--- src/rtl/jedro_1_lsu_pkg.sv ---
// Shared definitions for the jedro_1 load-store unit: size encoding, FSM states
// and the alignment rule applied to every incoming request.
package jedro_1_defines;

  typedef enum logic [1:0] {
    LSU_BYTE = 2'b00,
    LSU_HALF = 2'b01,
    LSU_WORD = 2'b10
  } lsu_size_e;

  typedef enum logic [1:0] {
    IDLE = 2'b00,
    BUS  = 2'b01,
    RESP = 2'b10
  } lsu_state_t;

  // Size 2'b11 has no legal encoding, so it is reported as misaligned.
  function automatic logic lsu_misaligned(input logic [1:0] size, input logic [1:0] addr_lo);
    logic mis;
    case (size)
      LSU_BYTE: mis = 1'b0;
      LSU_HALF: mis = addr_lo[0];
      LSU_WORD: mis = |addr_lo;
      default:  mis = 1'b1;
    endcase
    return mis;
  endfunction

endpackage

--- src/rtl/jedro_1_lsu_align.sv ---
// Combinational byte-lane steering for stores and lane extraction plus
// sign/zero extension for loads.
module jedro_1_lsu_align
  import jedro_1_defines::*;
(
  input  logic        store_i,
  input  logic [1:0]  size_i,
  input  logic        unsigned_i,
  input  logic [1:0]  addr_lo_i,
  input  logic [31:0] wdata_i,
  input  logic [31:0] rdata_i,
  output logic [3:0]  we_o,
  output logic [31:0] wdata_o,
  output logic [31:0] rdata_o
);

  logic [31:0] rdata_shifted;

  always_comb begin
    we_o    = 4'b0000;
    wdata_o = wdata_i;
    case (size_i)
      LSU_BYTE: begin
        we_o    = 4'b0001 << addr_lo_i;
        wdata_o = {4{wdata_i[7:0]}};
      end
      LSU_HALF: begin
        we_o    = addr_lo_i[1] ? 4'b1100 : 4'b0011;
        wdata_o = {2{wdata_i[15:0]}};
      end
      LSU_WORD: we_o = 4'b1111;
      default:  we_o = 4'b0000;
    endcase
    if (!store_i) begin
      we_o = 4'b0000;
    end
  end

  always_comb begin
    rdata_shifted = rdata_i >> {addr_lo_i, 3'b000};
    rdata_o       = rdata_shifted;
    case (size_i)
      LSU_BYTE: rdata_o = unsigned_i ? {24'b0, rdata_shifted[7:0]}
                                     : {{24{rdata_shifted[7]}}, rdata_shifted[7:0]};
      LSU_HALF: rdata_o = unsigned_i ? {16'b0, rdata_shifted[15:0]}
                                     : {{16{rdata_shifted[15]}}, rdata_shifted[15:0]};
      default:  rdata_o = rdata_shifted;
    endcase
  end

endmodule

--- src/rtl/jedro_1_lsu.sv ---
// jedro_1 load-store unit: accepts one load/store, runs one stb/ack bus cycle
// with timeout, and returns registered write-back or exception strobes.
module jedro_1_lsu
  import jedro_1_defines::*;
#(
  parameter int DATA_WIDTH     = 32,
  parameter int ADDR_WIDTH     = 32,
  parameter int REG_ADDR_WIDTH = 5,
  parameter int TIMEOUT_CYCLES = 16
) (
  input  logic                      clk_i,
  input  logic                      rstn_i,
  input  logic                      ctrl_valid_i,
  output logic                      ctrl_ready_o,
  input  logic                      ctrl_we_i,
  input  logic [1:0]                ctrl_size_i,
  input  logic                      ctrl_unsigned_i,
  input  logic [REG_ADDR_WIDTH-1:0] ctrl_regdest_i,
  input  logic [ADDR_WIDTH-1:0]     addr_i,
  input  logic [DATA_WIDTH-1:0]     wdata_i,
  output logic                      rf_wb_o,
  output logic [REG_ADDR_WIDTH-1:0] rf_dest_o,
  output logic [DATA_WIDTH-1:0]     rf_data_o,
  output logic                      misaligned_o,
  output logic                      bus_err_o,
  output logic [ADDR_WIDTH-1:0]     exc_addr_o,
  output logic [3:0]                dram_we_o,
  output logic                      dram_stb_o,
  output logic [ADDR_WIDTH-1:0]     dram_addr_o,
  output logic [DATA_WIDTH-1:0]     dram_wdata_o,
  input  logic [DATA_WIDTH-1:0]     dram_rdata_i,
  input  logic                      dram_ack_i,
  input  logic                      dram_err_i
);

  localparam int CNT_W = $clog2(TIMEOUT_CYCLES);

  lsu_state_t                state_q, state_d;
  logic [CNT_W-1:0]          cnt_q, cnt_d;
  logic                      we_q, we_d;
  logic [1:0]                size_q, size_d;
  logic                      uns_q, uns_d;
  logic [REG_ADDR_WIDTH-1:0] regdest_q, regdest_d;
  logic [ADDR_WIDTH-1:0]     addr_q, addr_d;
  logic [DATA_WIDTH-1:0]     wdata_q, wdata_d;
  logic                      misal_q, misal_d;
  logic                      err_q, err_d;
  logic [DATA_WIDTH-1:0]     rf_data_q, rf_data_d;

  logic [3:0]            lane_we;
  logic [DATA_WIDTH-1:0] lane_wdata;
  logic [DATA_WIDTH-1:0] rdata_ext;

  jedro_1_lsu_align u_align (
    .store_i    (we_q),
    .size_i     (size_q),
    .unsigned_i (uns_q),
    .addr_lo_i  (addr_q[1:0]),
    .wdata_i    (wdata_q),
    .rdata_i    (dram_rdata_i),
    .we_o       (lane_we),
    .wdata_o    (lane_wdata),
    .rdata_o    (rdata_ext)
  );

  always_comb begin
    state_d   = state_q;
    cnt_d     = cnt_q;
    we_d      = we_q;
    size_d    = size_q;
    uns_d     = uns_q;
    regdest_d = regdest_q;
    addr_d    = addr_q;
    wdata_d   = wdata_q;
    misal_d   = misal_q;
    err_d     = err_q;
    rf_data_d = rf_data_q;
    case (state_q)
      IDLE: begin
        if (ctrl_valid_i) begin
          we_d      = ctrl_we_i;
          size_d    = ctrl_size_i;
          uns_d     = ctrl_unsigned_i;
          regdest_d = ctrl_regdest_i;
          addr_d    = addr_i;
          wdata_d   = wdata_i;
          misal_d   = lsu_misaligned(ctrl_size_i, addr_i[1:0]);
          err_d     = 1'b0;
          cnt_d     = '0;
          state_d   = misal_d ? RESP : BUS;
        end
      end
      BUS: begin
        // err has priority so a simultaneous ack never produces a write-back.
        if (dram_err_i) begin
          err_d   = 1'b1;
          state_d = RESP;
        end else if (dram_ack_i) begin
          if (!we_q) begin
            rf_data_d = rdata_ext;
          end
          state_d = RESP;
        end else if (cnt_q == CNT_W'(TIMEOUT_CYCLES - 1)) begin
          err_d   = 1'b1;
          state_d = RESP;
        end else begin
          cnt_d = cnt_q + 1'b1;
        end
      end
      RESP:    state_d = IDLE;
      default: state_d = IDLE;
    endcase
  end

  always_ff @(posedge clk_i or negedge rstn_i) begin
    if (!rstn_i) begin
      state_q   <= IDLE;
      cnt_q     <= '0;
      we_q      <= 1'b0;
      size_q    <= 2'b00;
      uns_q     <= 1'b0;
      regdest_q <= '0;
      addr_q    <= '0;
      wdata_q   <= '0;
      misal_q   <= 1'b0;
      err_q     <= 1'b0;
      rf_data_q <= '0;
    end else begin
      state_q   <= state_d;
      cnt_q     <= cnt_d;
      we_q      <= we_d;
      size_q    <= size_d;
      uns_q     <= uns_d;
      regdest_q <= regdest_d;
      addr_q    <= addr_d;
      wdata_q   <= wdata_d;
      misal_q   <= misal_d;
      err_q     <= err_d;
      rf_data_q <= rf_data_d;
    end
  end

  // Outputs decode only registered state, so reset drops them immediately.
  assign ctrl_ready_o = (state_q == IDLE);
  assign dram_stb_o   = (state_q == BUS);
  assign dram_we_o    = dram_stb_o ? lane_we : 4'b0000;
  assign dram_addr_o  = {addr_q[ADDR_WIDTH-1:2], 2'b00};
  assign dram_wdata_o = lane_wdata;
  assign rf_wb_o      = (state_q == RESP) && !we_q && !misal_q && !err_q;
  assign misaligned_o = (state_q == RESP) && misal_q;
  assign bus_err_o    = (state_q == RESP) && err_q;
  assign rf_dest_o    = regdest_q;
  assign rf_data_o    = rf_data_q;
  assign exc_addr_o   = addr_q;

endmodule
--- config.mk ---
export PLATFORM = sky130hd
export DESIGN_NAME = jedro_1_lsu
export DESIGN_NICKNAME = d
export VERILOG_FILES = /design/src/rtl/jedro_1_lsu_pkg.sv /design/src/rtl/jedro_1_lsu_align.sv /design/src/rtl/jedro_1_lsu.sv
export SDC_FILE = /design/constraint.sdc
export NUM_CORES = 1
export LEC_CHECK = 0
export ABC_CLOCK_PERIOD_IN_PS = 2100
export CELL_PAD_IN_SITES_DETAIL_PLACEMENT = 0
export CELL_PAD_IN_SITES_GLOBAL_PLACEMENT = 2
export CORE_AREA = 2 2 114 227
export DETAILED_ROUTE_END_ITERATION = 10
export DIE_AREA = 0 0 116 229
export HOLD_SLACK_MARGIN = 0.08
export PLACE_DENSITY = 0.86
export SLEW_MARGIN = 20
export SYNTH_ARGS = -nofsm -noshare
export SYNTH_HDL_FRONTEND = slang
export SYNTH_SLANG_ARGS = --single-unit
export TNS_END_PERCENT = 50
--- constraint.sdc ---
create_clock -name clk_i -period 2.1 [get_ports clk_i]
set_input_delay 0.315 -clock clk_i [delete_from_list [all_inputs] [get_ports clk_i]]
set_output_delay 0.315 -clock clk_i [all_outputs]
set_load 0.05 [all_outputs]
# Word level (Yosys, flattened, before mapping)
# Cells that the tools add are included.
[classes] reduce_logical=18 add_sub_neg=1 eq_ne=14 muxes=27 n_bitwise=2 n_shift=2
[ops] op="one-hot mux 32 bit (2 select lines)" count=2
[ops] op="2-to-1 mux 32 bit" count=2
[ops] op="right shift 32 x 5 -> 32 bit" count=1
[ops] op="2-to-1 mux 4 bit" count=7
[ops] op="one-hot mux 4 bit (3 select lines)" count=1
[ops] op="2-to-1 mux 2 bit" count=5
[ops] op="inequality test 2 bit, second input constant" count=4
[ops] op="one-hot mux 4 bit (2 select lines)" count=1
[ops] op="AND reduction 4 bit" count=2
[ops] op="== test 2 x 1 -> 1 bit, second input constant" count=3
[ops] op="== test 2 bit, second input constant" count=3
[ops] op="logical NOT 2 bit" count=3
[ops] op="2-to-1 mux 1 bit" count=6
[ops] op="logical AND 1 bit" count=5
[ops] op="AND reduction 5 bit" count=1
[ops] op="adder 4 x 1 -> 4 bit, second input constant" count=1
[ops] op="== test 4 bit, second input constant" count=1
[ops] op="inequality test 4 x 1 -> 1 bit, second input constant" count=1
[ops] op="one-hot mux 2 bit (2 select lines)" count=1
[ops] op="AND reduction 2 bit" count=2
[ops] op="left shift 1 x 2 -> 4 bit, first input constant" count=1
[ops] op="logical NOT 1 bit" count=3
[ops] op="inequality test 3 x 1 -> 1 bit, second input constant" count=1
[ops] op="inequality test 3 x 2 -> 1 bit, second input constant" count=1
[ops] op="other kinds (5)" count=6
[word_totals] input_bits=110 out_inout_bits=142 register_bits=113

# Depth between registers and ports, before layout
# Gate-level depths: netlist of run 1.
[logic_depth] word_depth=7 depth_mapped=7 ltp_nobuf=4

# By module
# Synthesis of run 1 repeated with hierarchy kept, for this count alone.
[hier_totals] cells_unflattened=655 hier_area_um2=6105.9
[by_module_without_submodules] mod="jedro_1_lsu" cells_per_inst=464 area_each_um2=4803.4 instances=1
[by_module_without_submodules] mod="jedro_1_lsu_align" cells_per_inst=191 area_each_um2=1302.5 instances=1

# Worst setup path after synthesis of run 1
# No wires, ideal clock.
[synth_timing] path_kind="flip-flop to output port" start="register addr_q[1] (netlist: exc_addr_o[1])" end="output port dram_we_o[3]" path_slack_ps=-501 path_stages_with_launch=6 t_arrival_ps=2286 required_ps=1785 cell_sequence="dfrtp_1 -> buf_2 -> buf_2 -> clkbuf_1 -> o21ai_0 -> a21oi_1"
[synth_between] elab_chain_cells=4
[synth_rtl] element="start, declared" line="jedro_1_lsu.sv:44" text="logic [ADDR_WIDTH-1:0] addr_q, addr_d;"
[synth_rtl] element="start signal, assigned" line="jedro_1_lsu.sv:135" text="addr_q <= addr_d;"
[synth_rtl] element="2-to-1 mux 4 bit / left shift 1 x 2 -> 4 bit (equally long branches)" line="jedro_1_lsu_align.sv:28, jedro_1_lsu_align.sv:24"
[synth_rtl] element="one-hot mux 4 bit (3 select lines) (*)" line="jedro_1_lsu_align.sv:22" text="case (size_i)"
[synth_rtl] element="2-to-1 mux 4 bit (*)" line="jedro_1_lsu_align.sv:34" text="if (!store_i) begin"
[synth_rtl] element="2-to-1 mux 4 bit (*)" line="jedro_1_lsu.sv:146" text="assign dram_we_o = dram_stb_o ? lane_we : 4'b0000;"
[synth_rtl] element="end, declared" line="jedro_1_lsu.sv:27" text="output logic [3:0] dram_we_o,"
# Mark *: on every way between the ends. The rest lies on a longest branch, timed or not.

# Final worst setup path of run 1
[layout_timing] start="register wdata_q[7]" end="output port dram_wdata_o[7]"
[layout_between] elab_chain_cells=1
[layout_rtl] element="start, declared" line="jedro_1_lsu.sv:45" text="logic [DATA_WIDTH-1:0] wdata_q, wdata_d;"
[layout_rtl] element="start signal, assigned" line="jedro_1_lsu.sv:136" text="wdata_q <= wdata_d;"
[layout_rtl] element="one-hot mux 32 bit (2 select lines)" line="jedro_1_lsu_align.sv:22"
[layout_rtl] element="end, declared" line="jedro_1_lsu.sv:30" text="output logic [DATA_WIDTH-1:0] dram_wdata_o,"
# No other way between the ends.

==> results of run 1 <==
==> per-layer routing <==
layer | GRT usage, % | vias up | share of wire [%]
li1 | - | 2531 | -
met1 | 19.0 | 2497 | 43
met2 | 23.5 | 242 | 46
met3 | 5.93 | 20 | 9.5
met4 | 3.91 | 2 | 1.2
met5 | 0 | - | 0.061
==> power breakdown <==
group / internal [mW] / switching, mW / total [mW] / leakage, nW
logic: 3.01 / 5.08 / 8.08 / 2.59
clock network: 1.77 / 1.04 / 2.80 / 0.270
registers: 2.88 / 0.607 / 3.48 / 1.41
==> per-stage QoR <==
step / hold WS, ns / power, mW / cells / instance area [sq um]
after detailed placement: 0.290 / 11.6 / 1192 / 8710
after CTS: 0.388 / 14.6 / 1225 / 9300
final: 0.387 / 14.4 / 1225 / 9310
after global routing: 0.397 / 15.1 / 1225 / 9310
after floorplan: 0.0194 / 8.46 / 657 / 5660
after global placement: 0.285 / 11.6 / 1192 / 8710
==> cells in the final DEF, fill, tap and decap left out, types with 3 or more instances in the layout <==
| cell | n |
|---|---|
| o22ai_1 | 3 |
| nor2_1 | 16 |
| clkdlybuf4s50_1 | 207 |
| inv_1 | 7 |
| clkinv_2 | 4 |
| nand3_1 | 17 |
| buf_12 | 37 |
| nand2_1 | 279 |
| nor2b_1 | 8 |
| mux2_2 | 16 |
| nand2b_1 | 5 |
| o21ai_0 | 3 |
| a211oi_1 | 7 |
| o21ai_1 | 9 |
| clkbuf_16 | 17 |
| dfrtp_1 | 112 |
| a21oi_1 | 21 |
| o2bb2ai_1 | 8 |
| clkbuf_1 | 4 |
| buf_4 | 31 |
| dlymetal6s2s_1 | 3 |
| clkinvlp_4 | 3 |
| a21oi_2 | 3 |
| mux2i_1 | 26 |
| o311ai_0 | 6 |
==> final timing paths <==
check / end / cells past startpoint
setup / recovery: dram_wdata_o[7] / 1
hold / removal: wdata_q[31] / 2
setup reg to reg: rf_data_o[17] / 3
hold reg to reg: wdata_q[18] / 2
max in group asynchronous: rf_data_o[0] / 3
min in group clk_i: exc_addr_o[13] / 3
==> state kept, by name, summed over array words and instances (netlist names) <==
name	count
wdata_q	32
state_q	2
size_q	2
uns_q	1
cnt_q	4
exc_addr_o	32
err_q	1
rf_dest_o	5
misal_q	1
rf_data_o	32
we_q	1
==> cell families (layout without fill, tap and decap cells) <==
kind of cell	Yosys count	in the layout
fa+ha+maj	1	1
compound gates	70	70
other cells	1	2
flops	113	113
mux	43	43
simple gates	339	339
buf+inv	89	321
==> layout make-up <==
| cell class | count | share of cell area (%) |
|---|---|---|
| inverter | 8 | 0.322 |
| tap | 336 | 4.51 |
| clock inverter | 10 | 1.20 |
| timing repair buffer | 281 | 33.4 |
| clock buffer | 22 | 4.88 |
| multi-input combinational | 455 | 25.3 |
| sequential | 113 | 30.4 |
==> what timing repair did <==
| action | in CTS | in global routing |
|---|---|---|
| endpoints found under the hold margin | 24 | 0 |
| resized for setup | 6 | 4 |
| setup endpoints to repair | 13 | 12 |
| hold buffers | 1 | 0 |
==> flow_summary.toml, run 1 <==
[run_status]
status = "finished, final reports clean"

[synth]
ys_top_cells_by_count = "nand2_1, dfrtp_1, buf_4"
ys_seq_elements = 113
avgSynthCellArea_sq_um = 8.59
yosysSeqAreaShare_pct = 50.2
yosys.area_share.simple_pct = 24.2
synth_area_leader_cell = "dfrtp_1"
synth_top_family_by_area = "simple AND/OR/NAND/NOR gates"
synth_cell_types = 41
synth_most_common_cell = "nand2_1"
synth.area.mux_share_pct = 8.21
ys_warn_count = 0
synth_top_area_share_pct = 50.2
yosys.area_share.adder_pct = 0.222
syn-instance-count = 656
synth-xor-area-share_pct = 0
synth.area.top_cells = "dfrtp_1, nand2_1, buf_4, mux2i_1, mux2_2"
syn_area_sq_um = 5640
synth_compound_area_share_pct = 8.23
synth_edf_count = 0
synthArstFlopShare_pct = 100
synth_ff_type = "dfrtp_1"

[flow_run]
max-cap-violations = 0

[floorplanning]
die_x_microns = 116
core_sq_um = 24800
design.die.area_sq_um = 26600
core.rowCount = 82
die_h_microns = 229
ioPinCount = 252
start_util_pct = 22.7

[worst_setup_path]
worstPathMaxFanout = 5
slowest_stage = "clkdlybuf4s50_1"
crit_arrival_ns = 1.71
cp.required_ns = 1.78
endpoint_kind = "primary output"
rrSetupSlack_ns = 0.32
startpoint = "wdata_q[7]"
crit_family = "buffers and inverters"
rr_startpoint = "state_q[1]"
path_class = "reg -> out"
cp.buffers_inverters = 1
start_kind = "flop"
crit_path_cell_trace = "clkdlybuf4s50_1"
cp_slowest_stage_delay_ns = 0.84

[sta]
rsz0062_at_grt = "true"
drv_slew = 0
fin_crit_ns = 2.03
clock.fmax_ghz = 0.494
finalCritPeriodShare_pct = 96.5
tns_ns = 0
tightest_slew_ns = 0.551
worst_slack_ns = 0.0745
setup_viol = 0
final.setup_skew_ns = 0.0108
hold_viol_final = 0
max_slew_margin_pct = 63.1

[global_route]
grt_overflow = 0
grt_pass1_wl_microns = 30400
grt_max_degree = 50
grt_use_total_pct = 14.9
antenna_found_initial = 1
grt_pass1_vias = 5447

[detailed_routing]
drt-initial-drc-count = 253
via_per_inst = 4.32
drc_errors = 0
routedWlPerCell_microns = 16.0
wirelength_microns = 19600
ant_nets = 0
vias = 5292
drt_first_pass_iters = 4

[layout]
diodes = 0
fin_util_pct = 37.5
multi_input_area_sq_um = 2350
area_growth_pct = 65.2
ff_latch_area_sq_um = 2830
final_layout_size_suffix_gt1_share_pct = 14.4
nFillCells = 2527
num-nets-final = 987

[clock_tree]
clock_sinks = 113
cts-buffers-inserted = 17
cts_tree = "yes"
insertion_delay_ns = 0.42
clk_path_buf_depth = 2
clk_pin_slew_worst_paths_ns = 0.06
htreeDepth = 4
cts_root_buffer = "clkbuf_16"
postCtsSetupBuffers = 0

[power]
p_per_area_nw_per_um2 = 1540
leakagePower_nw = 4.27
peakVddDrop_mv = 0.717

[placed_design]
io_buffers = 249
gp_congestion = 0.777
pre_cts_ws_ns = -0.0157
place_hpwl_microns = 14500

[hold_path]
hp-class = "in -> async"
Note: power is estimated with default switching activity, not from simulation.
==> run 2: changes to the inputs <==
- CORE_AREA: 2 2 114 227 -> 2 2 93 185
- DIE_AREA: 0 0 116 229 -> 0 0 95 187
- DONT_BUFFER_PORTS: default -> 1
- PLACE_DENSITY: 0.86 -> 0.85
==> run 2 against run 1 <==
Effect of this change: the flow now finishes with violations (hold timing); wire length fell by 19%; die area fell by 33%; hold slack got worse by 0.78 ns; global-route usage rose by 3.1 points; first-iteration DRC count fell by 26%; non-clock buffer count fell by 115; setup slack improved by 0.026 ns; utilization rose by 8.7 points; sequential share of layout area rose by 6.7 points; critical path type unchanged; largest power group unchanged; highest routed layer is now met4.
==> flow_summary.toml, run 2 (same netlist as run 1, synthesis figures left out) <==
[power]
leakagePower_nw = 3.74
power.total_mw = 12.3
peakVddDrop_mv = 0.689
p_per_area_nw_per_um2 = 1620

[sta]
fin_hold_ws_ns = -0.392
finalCritPeriodShare_pct = 95.2
max_slew_margin_pct = 62.8
drv_slew = 0
fin_crit_ns = 2.00
setup_viol = 0
final.setup_skew_ns = 0.00901
clock.fmax_ghz = 0.500
hold_viol_final = 113
tightest_slew_ns = 0.557

[global_route]
antenna_found_initial = 0
grt_overflow = 0
grt_use_total_pct = 18.0
grt_util_met2_pct = 28.9
grt_max_degree = 114
grt_use_met3_pct = 6.57
grt_pass1_wl_microns = 24900
grt_pass1_vias = 4946
grtUsageMet1_pct = 21.4
grt.busiest_layer = "met2"

[placed_design]
dpl_cell_area_sq_um = 6270
place_hpwl_microns = 10600
io_buffers = 0
gp_congestion = 0.794

[clock_tree]
clk_path_buf_depth = 2
clk_pin_slew_worst_paths_ns = 0.05
cts_tree = "yes"
cts_root_buffer = "clkbuf_16"
postCtsSetupBuffers = 0
htreeDepth = 4
insertion_delay_ns = 0.40
hold_buffers = 82
clock_sinks = 113
cts-buffers-inserted = 17

[layout]
final_cell_mix = "nand2_1, dfrtp_1, dlygate4sd3_1"
nFillCells = 1565
layout_commonest_cell = "nand2_1"
num-nets-final = 872
area_growth_pct = 35.4
final_layout_size_suffix_gt1_share_pct = 18.8
diodes = 0
fin_util_pct = 46.2
final_area_sq_um = 7630

[worst_setup_path]
cp.required_ns = 1.78
endpoint_kind = "primary output"
rrSetupSlack_ns = 0.33
crit_arrival_ns = 1.68
crit_family = "simple AND/OR/NAND/NOR gates"
cp.buffers_inverters = 2
crit_path_cell_trace = "nand2b_2, inv_1, nand3_2, a21oi_2, buf_12"
slowest_stage = "dfrtp_1"
start_kind = "flop"
rr_startpoint = "state_q[1]"
cp_slowest_stage_delay_ns = 0.38
r2r.worst_path.cells = 4
path_class = "reg -> out"
r2r-end = "rf_data_o[18]"
worstPathMaxFanout = 7

[run_status]
status = "finished with violations"
violations = "hold timing"

[detailed_routing]
drt_first_pass_iters = 4
via_per_inst = 4.87
ant_nets = 0
wirelength_microns = 15800
vias = 4766
drc_errors = 0
routedWlPerCell_microns = 16.1
drt-initial-drc-count = 187

[floorplanning]
design.die.area_sq_um = 17800
start_util_pct = 34.1
core_sq_um = 16500
ioPinCount = 252
die_x_microns = 95
core.rowCount = 67
die_h_microns = 187

[flow_run]
max-cap-violations = 0

[hold_path]
hp-class = "in -> async"
run 2: what timing repair did:
| item | in CTS | in global routing |
|---|---|---|
| gates resized for setup | 2 | 3 |
| endpoints found under the hold margin | 195 | 113 |
| setup endpoints to repair | 7 | 28 |
run 2: final cells by class:
type | instances | area (sq um) | area share (%)
flip-flops and latches | 113 | 2830 | 37.1
multi-input cells | 455 | 2350 | 30.8
repair buffers | 166 | 1630 | 21.4
clock buffers | 23 | 498 | 6.52
well taps | 207 | 259 | 3.39
clock inverters | 6 | 32.5 | 0.426
inverters | 8 | 30.0 | 0.393
run 2: worst register-to-register path: stages (launching register included):
cell,delay (ns)
dfrtp_1,0.38
nand2b_2,0.26
or3_1,0.39
buf_4,0.23
o311ai_0,0.39
run 2: worst max path at each step:
stage / from / endpoint / slack [ns] / cells past startpoint
CTS: size_q[1] / dram_wdata_o[21] / 0.02 / 2
global route: size_q[1] / dram_we_o[1] / -0.01 / 5
detailed placement: state_q[1] / rf_data_o[18] / 0.28 / 4
finish: state_q[1] / dram_we_o[1] / 0.10 / 5
floorplan: exc_addr_o[1] / dram_we_o[3] / -0.23 / 5
global placement: state_q[1] / cnt_q[3] / 0.31 / 4
run 2: power by group:
group	leakage, nW	internal [mW]	switching [mW]
combinational	2.06	1.60	3.69
clock	0.266	1.63	0.967
sequential	1.41	2.85	1.58
run 2: layer usage:
metal / up-vias / share of wire, %
li1: 2302 / -
met2: 203 / 48
met5: - / 0
met1: 2236 / 41
met3: 25 / 8.8
met4: 0 / 2.5
run 2: stage by stage:
stage               setup TNS (ns)  hold slack, ns  instances  worst slack (ns)
floorplan                   -0.437          0.0194        657            -0.232
global placement                 0          0.0221        867             0.307
detailed placement               0          0.0221        867             0.283
CTS                              0          -0.419        978            0.0160
global route               -0.0120          -0.419        978          -0.00983
finish                           0          -0.392        978             0.100
